**config.mk**
```make
export PLATFORM = sky130hd
export DESIGN_NAME = stopwatch_controller
export DESIGN_NICKNAME = d
export VERILOG_FILES = /design/src/rtl/stopwatch_pkg.sv /design/src/rtl/button_edge_detect.sv /design/src/rtl/stopwatch_controller.sv
export SDC_FILE = /design/constraint.sdc
export NUM_CORES = 1
export LEC_CHECK = 0
export CAP_MARGIN = 20
export CORE_UTILIZATION = 45
export DETAILED_ROUTE_END_ITERATION = 8
export PLACE_DENSITY_LB_ADDON = 0.2
export SLEW_MARGIN = 10
export SYNTH_ARGS = -nofsm -noshare
export SYNTH_HDL_FRONTEND = slang
export SYNTH_SLANG_ARGS = --single-unit
```
**constraint.sdc**
```tcl
create_clock -name clock -period 4.9 [get_ports clock]
set_input_delay 0.49 -clock clock [delete_from_list [all_inputs] [get_ports clock]]
set_output_delay 0.49 -clock clock [all_outputs]
set_load 0.03 [all_outputs]
```
**src/rtl/stopwatch_pkg.sv**
```systemverilog
// Stopwatch shared definitions: FSM encoding, time field widths and wrap limits.
// The LAP state exists only when STOPWATCH_LAP_EN is defined.
package stopwatch_pkg;

    localparam int CS_MAX  = 99;
    localparam int SEC_MAX = 59;
    localparam int MIN_MAX = 59;
    localparam int HR_MAX  = 23;

    localparam int HR_W  = 5;
    localparam int MIN_W = 6;
    localparam int SEC_W = 6;
    localparam int CS_W  = 7;

`ifdef STOPWATCH_LAP_EN
    typedef enum logic [1:0] {
        ST_IDLE  = 2'd0,
        ST_RUN   = 2'd1,
        ST_PAUSE = 2'd2,
        ST_LAP   = 2'd3
    } state_t;
`else
    typedef enum logic [1:0] {
        ST_IDLE  = 2'd0,
        ST_RUN   = 2'd1,
        ST_PAUSE = 2'd2
    } state_t;
`endif

    typedef struct packed {
        logic [HR_W-1:0]  hr;
        logic [MIN_W-1:0] mn;
        logic [SEC_W-1:0] sc;
        logic [CS_W-1:0]  cs;
    } sw_time_t;

    function automatic logic is_counting(state_t s);
`ifdef STOPWATCH_LAP_EN
        return (s == ST_RUN) || (s == ST_LAP);
`else
        return (s == ST_RUN);
`endif
    endfunction

    // >= rather than == so a corrupted field still wraps back into range
    function automatic sw_time_t time_inc(sw_time_t t);
        sw_time_t n;
        n = t;
        if (t.cs >= CS_W'(CS_MAX)) begin
            n.cs = '0;
            if (t.sc >= SEC_W'(SEC_MAX)) begin
                n.sc = '0;
                if (t.mn >= MIN_W'(MIN_MAX)) begin
                    n.mn = '0;
                    n.hr = (t.hr >= HR_W'(HR_MAX)) ? '0 : t.hr + 1'b1;
                end else begin
                    n.mn = t.mn + 1'b1;
                end
            end else begin
                n.sc = t.sc + 1'b1;
            end
        end else begin
            n.cs = t.cs + 1'b1;
        end
        return n;
    endfunction

endpackage

```
**src/rtl/button_edge_detect.sv**
```systemverilog
// Rising-edge detector on a registered, already-debounced level; pulse one cycle after the input rises.
// No backpressure: the pulse lasts exactly one cycle and is consumed or lost.
module button_edge_detect (
    input  logic clock,
    input  logic reset_n,
    input  logic i_level,
    output logic o_rise
);

    logic r_in;
    logic r_prev;

    always_ff @(posedge clock) begin
        if (!reset_n) begin
            r_in   <= 1'b0;
            r_prev <= 1'b0;
        end else begin
            r_in   <= i_level;
            r_prev <= r_in;
        end
    end

    assign o_rise = r_in & ~r_prev;

endmodule

```
**src/rtl/stopwatch_controller.sv**
```systemverilog
// Stopwatch HH:MM:SS.CC with start/stop and lap/clear buttons; commands act 2 edges after a button rises, display is registered.
// Lap freeze is built only with STOPWATCH_LAP_EN; no backpressure, refresh output free-runs.
module stopwatch_controller
    import stopwatch_pkg::*;
#(
    parameter int CLK_HZ     = 100_000_000,
    parameter int REFRESH_HZ = 1000
) (
    input  logic             clock,
    input  logic             reset_n,
    input  logic             btn_start_stop,
    input  logic             btn_lap_reset,
    output logic [HR_W-1:0]  hours,
    output logic [MIN_W-1:0] minutes,
    output logic [SEC_W-1:0] seconds,
    output logic [CS_W-1:0]  centiseconds,
    output logic             clock_refresh,
    output logic             running,
    output logic             lap_hold
);

    localparam int DIV  = CLK_HZ / 100;
    localparam int HALF = CLK_HZ / (2 * REFRESH_HZ);
    localparam int PS_W = (DIV > 1) ? $clog2(DIV) : 1;
    localparam int RF_W = (HALF > 1) ? $clog2(HALF) : 1;
    localparam logic [PS_W-1:0] PS_LAST = PS_W'(DIV - 1);
    localparam logic [RF_W-1:0] RF_LAST = RF_W'(HALF - 1);

    logic            w_ss;
    logic            w_lr;
    state_t          r_state;
    state_t          w_state_next;
    logic            w_clear;
    logic            w_active;
    logic            w_tick;
    logic [PS_W-1:0] r_ps;
    sw_time_t        r_live;
    sw_time_t        w_live_next;
    sw_time_t        w_disp;
    logic [RF_W-1:0] r_rf_cnt;
    logic            r_refresh;

    button_edge_detect u_ss_edge (
        .clock   (clock),
        .reset_n (reset_n),
        .i_level (btn_start_stop),
        .o_rise  (w_ss)
    );

    button_edge_detect u_lr_edge (
        .clock   (clock),
        .reset_n (reset_n),
        .i_level (btn_lap_reset),
        .o_rise  (w_lr)
    );

    always_ff @(posedge clock) begin
        if (!reset_n) begin
            r_state <= ST_IDLE;
        end else begin
            r_state <= w_state_next;
        end
    end

    // start_stop is tested first in every state, so it wins over a simultaneous lap_reset
    always_comb begin
        w_state_next = r_state;
        w_clear      = 1'b0;
        case (r_state)
            ST_IDLE: begin
                if (w_ss) w_state_next = ST_RUN;
            end
            ST_RUN: begin
                if (w_ss) begin
                    w_state_next = ST_PAUSE;
`ifdef STOPWATCH_LAP_EN
                end else if (w_lr) begin
                    w_state_next = ST_LAP;
`endif
                end
            end
            ST_PAUSE: begin
                if (w_ss) begin
                    w_state_next = ST_RUN;
                end else if (w_lr) begin
                    w_state_next = ST_IDLE;
                    w_clear      = 1'b1;
                end
            end
`ifdef STOPWATCH_LAP_EN
            ST_LAP: begin
                if (w_ss) begin
                    w_state_next = ST_PAUSE;
                end else if (w_lr) begin
                    w_state_next = ST_RUN;
                end
            end
`endif
            default: begin
                w_state_next = ST_IDLE;
            end
        endcase
    end

    assign w_active    = is_counting(r_state);
    assign w_tick      = w_active && (r_ps == PS_LAST);
    assign w_live_next = w_clear ? '0 : (w_tick ? time_inc(r_live) : r_live);

    // Prescaler freezes outside RUN/LAP so a resumed run keeps its partial centisecond
    always_ff @(posedge clock) begin
        if (!reset_n) begin
            r_ps   <= '0;
            r_live <= '0;
        end else begin
            if (w_clear) begin
                r_ps <= '0;
            end else if (w_active) begin
                r_ps <= w_tick ? '0 : r_ps + 1'b1;
            end
            r_live <= w_live_next;
        end
    end

`ifdef STOPWATCH_LAP_EN
    sw_time_t r_disp;

    // Display tracks live time except while staying in LAP; entering LAP captures the value of that edge
    always_ff @(posedge clock) begin
        if (!reset_n) begin
            r_disp <= '0;
        end else if (!((r_state == ST_LAP) && (w_state_next == ST_LAP))) begin
            r_disp <= w_live_next;
        end
    end

    assign w_disp   = r_disp;
    assign lap_hold = (r_state == ST_LAP);
`else
    assign w_disp   = r_live;
    assign lap_hold = 1'b0;
`endif

    always_ff @(posedge clock) begin
        if (!reset_n) begin
            r_rf_cnt  <= '0;
            r_refresh <= 1'b0;
        end else if (r_rf_cnt == RF_LAST) begin
            r_rf_cnt  <= '0;
            r_refresh <= ~r_refresh;
        end else begin
            r_rf_cnt <= r_rf_cnt + 1'b1;
        end
    end

    assign hours         = w_disp.hr;
    assign minutes       = w_disp.mn;
    assign seconds       = w_disp.sc;
    assign centiseconds  = w_disp.cs;
    assign clock_refresh = r_refresh;
    assign running       = w_active;

endmodule

```
Word level (Yosys, flattened, before mapping)
Index checks and enable logic that the tools add are counted.

cells by class
  add/sub/neg operators = 6
  multipliers = 0
  divide/modulo/power cells = 0
  magnitude comparators = 4
  equality and inequality tests = 7
  shifts and indexed selects = 0
  mux-type cells = 13
  bitwise operators = 6
  reduce and logical (&&, ||, !) cells = 8

operators with widths
  cell                     count
  $add A20 B1 Y20 const B  1
  $eq A20 B20 Y1 const B   1
  $mux W20                 1
  $add A16 B1 Y16 const B  1
  $eq A16 B16 Y1 const B   1
  $add A6 B1 Y6 const B    2
  $ge A6 B6 Y1 const B     2
  $mux W6                  2
  $mux W2                  4
  $add A7 B1 Y7 const B    1
  $ge A7 B7 Y1 const B     1
  $mux W7                  1
  $pmux W2 S3              1
  $reduce_and A3 Y1        2
  $add A5 B1 Y5 const B    1
  $ge A5 B5 Y1 const B     1
  $mux W5                  1
  $ne A2 B1 Y1 const B     2
  $not A1 Y1               4
  $reduce_and A4 Y1        1
  $reduce_or A2 Y1         2
  $mux W1                  3
  $ne A3 B1 Y1 const B     1
  $and A1 B1 Y1            2
  other kinds (5)          5

word-level totals
  register bits = 67
  latch bits = 0
  bits in writable memories = 0
  memory bits (read-only) = 0
  input port bits = 4
  output and inout bits = 27
  word-level logic and storage cells = 56
  memories kept = 0

Longest topological paths before layout
Gate-level depths: netlist of the first run.

  depth in word-level cells = 6
  depth in mapped cells = 8
  gate-level depth less buffers = 6

Hierarchy
From an unflattened synthesis of the first run, not the netlist that was laid out.

unflattened totals
  cells, all modules = 356
  area, all modules = 3,125.5 um^2

by module, submodules not included
  module                instances  cells each  area each (um^2)  sequential area each (um^2)
  stopwatch_controller  1          346         2,992.9           1,261.2
  button_edge_detect    2          5           66.3              40.0

Worst setup path after synthesis of the first run
Ideal clock, no wire load.

  path type = register to register
  from = reg r_live (netlist bit centiseconds[0])
  to = reg r_live (netlist bit hours[3])
  library setup time = 0.070 ns
  data arrival time = 2.357 ns
  data required time = 4.830 ns
  slack = 2.473 ns
  cell stages (with the launch flop) = 8
  path buffers = 1
  period minus slack after synthesis = 2.427 ns
  cells stage by stage = dfxtp_1 ha_1 or4_1 o211ai_1 or4_1 buf_2 or4_1 a21oi_1

between the ends
  cells in the longest elaborated chain, start to end = 2

ends and longest elaborated chain
  element                             RTL line                     source
  start, declared                     stopwatch_controller.sv:37   sw_time_t r_live;
  start signal, assigned              stopwatch_controller.sv:120  r_live <= w_live_next;
  $ge A7 B7 Y1                        stopwatch_pkg.sv:49          if (t.cs >= CS_W'(CS_MAX)) begin
  $reduce_and A4 Y1 (no source line)  -

Every way passes these cells.
A chain may end at the register's enable or synchronous reset.

Worst setup path after layout of the first run
Ends and elaborated chain as after synthesis.

==> metrics, run 1 <==
CTS root buffer clkbuf_8; pwr/cell area 308.0 mW/mm^2; Design Power 1.133 mW; cts bufs inserted 9; vias 2600; WHS Path Cells 1; Critical Path Source Type flip-flop; CP Max Fanout 10; CP Class flip-flop to flip-flop; vias in the first global route 2445; grt total ovfl 0; Max-cap violations 0; xor/xnor share of the synthesized area 0.1105; Hold Path Class flip-flop to flip-flop; CTS tree built; status complete, but fails checks; post-CTS sizing 0; fraction of layout cells with a size suffix above 1 0.05897; # hold bufs at CTS 0; number of port buffers 29; Placer Congestion 0.7752; post-synthesis cell area 0.003092 mm^2; Post-synth ARST share 0; First DRT Iteration DRCs 67; CP Capture Type flip-flop; die footprint 0.007206 mm^2; Worst R2R Path Depth 6; post-synthesis adder-cell area fraction 0.02752; Total Wirelength 6065 um; dpl cell area 0.003436 mm^2; Setup Buffers After CTS 0; clock-pin slew on the worst setup and hold paths 0.07 ns; Slew Viols, Final 0; Vias/cell 5.567; diodes inserted 0; antenna violations before repair 0; Slew HR 0.3539; num rows 29; reg2reg end hours[3]$_SDFFE_PP0P_; # IOs 31; total negative setup slack 0 ns; Top Family by Delay on Critical Path simple AND/OR/NAND/NOR gates; Tot GR Track Use 0.1870; Layout area overhead 18.94%; core box area 0.006495 mm^2; Leak 1.327 nW; Post-synth EDFFs 0; syn nets 366; number of buffers and inverters on the critical path 0; Compound-Gate Fraction of Synth Area 0.08863; Distinct cells, synth 47; slowest cell on the critical path or4_1; Initial Util 0.4760; RSZ-0062 raised after global routing false; drt pass-1 iters 6; largest net degree at the start of global routing 18; post-route DRC violation count 3; top post-synthesis cells by area dfxtp_1 (43%), xor2_1 (8.2%), nor2_1 (5.5%); clk_lat worst skew 0.34 ns; CP required 5.16 ns; Critical Path Max Stage Delay 0.76 ns; Worst R2R Setup Slack 2.44 ns; failing checks design-rule violations; final hold slack 0.4657 ns; simple-gate share of the synthesized area 0.3173; Final setup viols 0; CP Cell Sequence ha_1 -> or4_1 -> o211ai_1 -> or4_1 -> or4_1 -> a21oi_1; Setup Skew 0.009363 ns; mux share of post-synthesis cell area 0; Top FF cell, synth dfxtp_1; Seq cells post-synth 67; Period minus WS final 2.457 ns; Seq/Total Area, Yosys 0.4338; worst r2r src centiseconds[0]$_SDFFE_PP0N_; nets@finish 395; Die Ht 84.89 um; Final Hold Vio Count 0; first-pass GRT wire length 10720 um; Clock Path Buffers 2; Synth Warn # 0; die width 84.89 um; clock sink count 67; maximum VDD drop 0.1674 mV; wire length per cell 12.99 um; Syn Inst Count 356; Worst Hold Endpoint u_ss_edge.r_prev$_SDFF_PN0_; fin area 0.003677 mm^2; H-tree Lvls 3; DP HPWL 4229 um; syn avg cell area 8.685 um^2; combinational family with the most area after synthesis simple AND/OR/NAND/NOR gates; area share of the largest cell type after synthesis 0.4338; top cell type by total area after synthesis dfxtp_1; CP arrival 2.72 ns; fin crit share 0.5015; Hold Crit Start u_ss_edge.r_in$_SDFF_PN0_; fmax 0.4069 GHz; Worst path most repeated cell or4_1; Worst-Margin Slew 0.9603 ns; Antenna Nets Post-Route 0
## registers in the layout, summed over array words and instances, names as in the netlist
signal            cells
seconds               6
r_ps                 20
r_state               2
clock_refresh         1
minutes               6
r_rf_cnt             16
hours                 5
u_ss_edge.r_in        1
u_ss_edge.r_prev      1
u_lr_edge.r_prev      1
u_lr_edge.r_in        1
centiseconds          7
## metrics by stage
| stage | std cells | utilization | setup WS [ns] |
|---|---|---|---|
| after floorplan | 356 | - | 2.473 |
| after global placement | 451 | 0.5290 | 2.543 |
| after detailed placement | 451 | 0.5290 | 2.470 |
| after CTS | 467 | 0.5662 | 2.435 |
| after global routing | 467 | 0.5662 | 2.224 |
| final | 467 | 0.5662 | 2.443 |
## layout make-up
class	count	area [um^2]
sequential	67	1341
timing repair buffer	30	297.8
tap	77	96.34
clock inverter	5	100.1
multi-input combinational	273	1685
inverter	4	15.01
fill	584	2818
clock buffer	11	141.4
## cell usage in the layout, fill, tap and decap left out, types with 8 or more instances in the layout
cell	count
dfxtp_1	67
nor2_1	45
xor2_1	29
clkdlybuf4s50_1	29
nand2_1	26
nand3_1	21
a21oi_1	19
nand4_1	16
o21ai_0	14
and2_1	12
and3_1	11
xnor2_1	10
clkbuf_8	10
nor3_1	8
## cells in the mapped netlist (3+ instances only)
| cell | n |
|---|---|
| dfxtp_1 | 67 |
| nor2_1 | 45 |
| xor2_1 | 29 |
| nand2_1 | 26 |
| nand3_1 | 21 |
| a21oi_1 | 19 |
| nand4_1 | 16 |
| o21ai_0 | 15 |
| and2_1 | 12 |
| and3_1 | 11 |
| clkbuf_1 | 10 |
| xnor2_1 | 10 |
| nor3_1 | 8 |
| and4_1 | 7 |
| ha_1 | 6 |
| inv_1 | 4 |
| nand2b_1 | 4 |
| or3_1 | 4 |
| nor2b_1 | 3 |
| nor4_1 | 3 |
| nor4b_1 | 3 |
| or4_1 | 3 |
## how the worst max path moves through the flow
stage,start,to,slack (ns),cells after the start
global route,centiseconds[0]$_SDFFE_PP0N_,hours[3]$_SDFFE_PP0P_,2.22,6
global placement,centiseconds[0]$_SDFFE_PP0N_,hours[3]$_SDFFE_PP0P_,2.54,6
CTS,centiseconds[0]$_SDFFE_PP0N_,hours[3]$_SDFFE_PP0P_,2.44,6
floorplan,centiseconds[0]$_SDFFE_PP0N_,hours[3]$_SDFFE_PP0P_,2.47,7
finish,centiseconds[0]$_SDFFE_PP0N_,hours[3]$_SDFFE_PP0P_,2.44,6
detailed placement,centiseconds[0]$_SDFFE_PP0N_,hours[3]$_SDFFE_PP0P_,2.47,6
## cells by family after synthesis
group	count (synthesis)
other cells	1
simple gates	180
buf+inv	16
xor+xnor	39
compound gates	46
flops	67
fa+ha+maj	7
## power breakdown
part / switching (mW) / total (mW) / internal, mW / leakage, nW
Sequential: 0.00361 / 0.553 / 0.549 / 0.541
Combinational: 0.0169 / 0.0258 / 0.00891 / 0.662
Clock: 0.204 / 0.554 / 0.350 / 0.123
Total: 0.224 / 1.13 / 0.909 / 1.33
## metal layers
layer / wire length, um / up-vias / share of wire / track usage
met4: 87 / 0 / 0.014 / 0.06934
met3: 236 / 8 / 0.039 / 0.06518
li1: - / 1323 / - / -
met2: 2679 / 45 / 0.44 / 0.2875
met5: 0 / - / 0 / 0
met1: 3061 / 1224 / 0.50 / 0.2434
## worst register-to-register path: stages (launching register included)
cell and delay (ns):
dfxtp_1 0.39, ha_1 0.22, or4_1 0.12, o211ai_1 0.20
or4_1 0.76, or4_1 0.55, a21oi_1 0.14
Note: power is estimated with default switching activity, not from simulation.
==> run 2: changes to the inputs <==
clock period = 2.2 ns   (was 4.9 ns; I/O delays follow)
==> run 2 against run 1 <==
The flow still finishes with violations (design-rule violations). Critical path depth unchanged. Total power increased by 100%. Maximum frequency increased by 18%. Clock power increased by 86%. Clock skew increased by 0.0020 ns. Final cell count increased by 7.1%. Die area unchanged. Sequential power increased by 120%. First-iteration DRC count increased by 63%. Via count increased by 4.9%. Largest power group is now sequential cells. Highest routed layer unchanged.
==> metrics, run 2 (synthesis gave the netlist of run 1 again) <==
status complete, but fails checks; failing checks design-rule violations; maximum VDD drop 0.2676 mV; register area 0.001375 mm^2; Critical Path Source Type flip-flop; slowest cell on the critical path or4_4; Final Hold Vio Count 0; Worst-Margin Slew 0.6372 ns; max reg flops 20; Critical Path Max Stage Delay 0.58 ns; num rows 29; CP arrival 2.38 ns; Setup Skew 0.01133 ns; dpl cell area 0.003746 mm^2; die footprint 0.007206 mm^2; fin area 0.003951 mm^2; most frequent cells in the layout dfxtp_1 (52), nor2_1 (45), buf_4 (34); Setup Buffers After CTS 0; Slew HR 0.5719; CP Class flip-flop to flip-flop; pwr/cell area 586.9 mW/mm^2; grt total ovfl 0; number of port buffers 29; vias 2728; Top reg by flops r_ps; Clock Path Buffers 2; Initial Util 0.4760; Antenna Nets Post-Route 0; cts bufs inserted 9; Period minus WS final 2.089 ns; Final setup viols 0; total negative setup slack 0 ns; H-tree Lvls 3; most common cell after layout, fill and taps aside dfxtp_1; clk_lat worst skew 0.35 ns; diodes inserted 0; CTS root buffer clkbuf_8; Die Ht 84.89 um; CP Cell Sequence ha_4 -> o2111a_1 -> nand2_1 -> or4_4 -> or4_1 -> a21oi_1; nets@finish 428; drt pass-1 iters 6; Tot GR Track Use 0.1979; fraction of layout cells with a size suffix above 1 0.1820; # fillers 574; RSZ-0062 raised after global routing false; Placer Congestion 0.8058; Slew Viols, Final 0; Cell Count, Final, Fillers Out 500; wire length per cell 13.44 um; Leak 1.474 nW; DP HPWL 4817 um; Max-cap violations 0; largest net degree at the start of global routing 18; fmax 0.4788 GHz; Layout area overhead 27.80%; fin crit share 0.9494; First DRT Iteration DRCs 109; Cells after DPL 484; Multi-input gate area 0.001722 mm^2; clock sink count 67; Hold Path Class input pin to flip-flop; # IOs 31; post-route DRC violation count 4; Vias/cell 5.456; CP Max Fanout 7; die width 84.89 um; core box area 0.006495 mm^2; vias in the first global route 2495; first-pass GRT wire length 11320 um; clock-pin slew on the worst setup and hold paths 0.08 ns; CTS tree built; CP required 2.49 ns; Total Wirelength 6722 um; antenna violations before repair 0; CP Capture Type flip-flop
run 2: changes by cell type in the layout (fill, tap and decap cells not counted), moves of 2 or more:
cell | previous run | this run
buf_4 | 1 | 34
dfxtp_1 | 67 | 52
dfxtp_2 | 0 | 9
dfxtp_4 | 0 | 6
ha_1 | 6 | 3
bufinv_16 | 3 | 1
clkinv_4 | 0 | 2
ha_4 | 0 | 2
inv_4 | 0 | 2
run 2: metrics by stage:
step	util	hold slack [ns]	total power, mW	worst slack [ns]
6_report	0.6084	0.4499	2.319	0.1114
5_1_grt	0.6084	0.4448	2.414	0.01538
4_1_cts	0.6072	0.4424	2.353	0.02191
3_5_place_dp	0.5768	0.4454	1.319	0.03509
3_3_place_gp	0.5768	0.4345	1.318	0.05670
2_1_floorplan	-	0.3473	1.292	0.005597
run 2: worst paths after layout:
kind | to | startpoint | slack (ns) | cells after the start
max | hours[3]$_SDFFE_PP0P_ | minutes[0]$_SDFFE_PP0P_ | 0.11 | 6
min | u_lr_edge.r_in$_SDFF_PN0_ | btn_lap_reset | 0.45 | 2
max reg2reg | hours[3]$_SDFFE_PP0P_ | minutes[0]$_SDFFE_PP0P_ | 0.11 | 6
min reg2reg | r_rf_cnt[0]$_SDFF_PP0_ | r_rf_cnt[0]$_SDFF_PP0_ | 0.46 | 1
run 2: worst max-delay path: cells and delay by family (launching register included):
| family | cells | cell delay, ns |
|---|---|---|
| compound gates | 2 | 0.36 |
| fa+ha+maj | 1 | 0.14 |
| flops | 1 | 0.38 |
| simple gates | 3 | 1.15 |
run 2: power breakdown:
part           internal, mW  leakage, nW  switching (mW)  total (mW)
registers              1.22        0.551         0.00755        1.22
logic                0.0260        0.819          0.0406      0.0665
clock network         0.530        0.104           0.499        1.03
run 2: area by class of cell:
class | instances | share of cell area
multi-input cells | 273 | 0.4357
flip-flops and latches | 67 | 0.3480
inverters | 4 | 0.003800
repair buffers | 63 | 0.1381
well taps | 77 | 0.02438
clock buffers | 9 | 0.03135
clock inverters | 7 | 0.01868
run 2: per-layer routing:
metal | routed length [um] | share of wire | up-vias | track usage
li1 | - | - | 1388 | -
met1 | 3281 | 0.49 | 1296 | 0.2506
met2 | 3157 | 0.47 | 32 | 0.3259
met3 | 182 | 0.027 | 12 | 0.05253
met4 | 100 | 0.015 | 0 | 0.07242
met5 | 0 | 0 | - | 0
run 2: repair_timing:
action | CTS | global route
endpoints found under the setup margin | 0 | 4
hold buffers | 0 | 0
gates resized for setup | 0 | 2
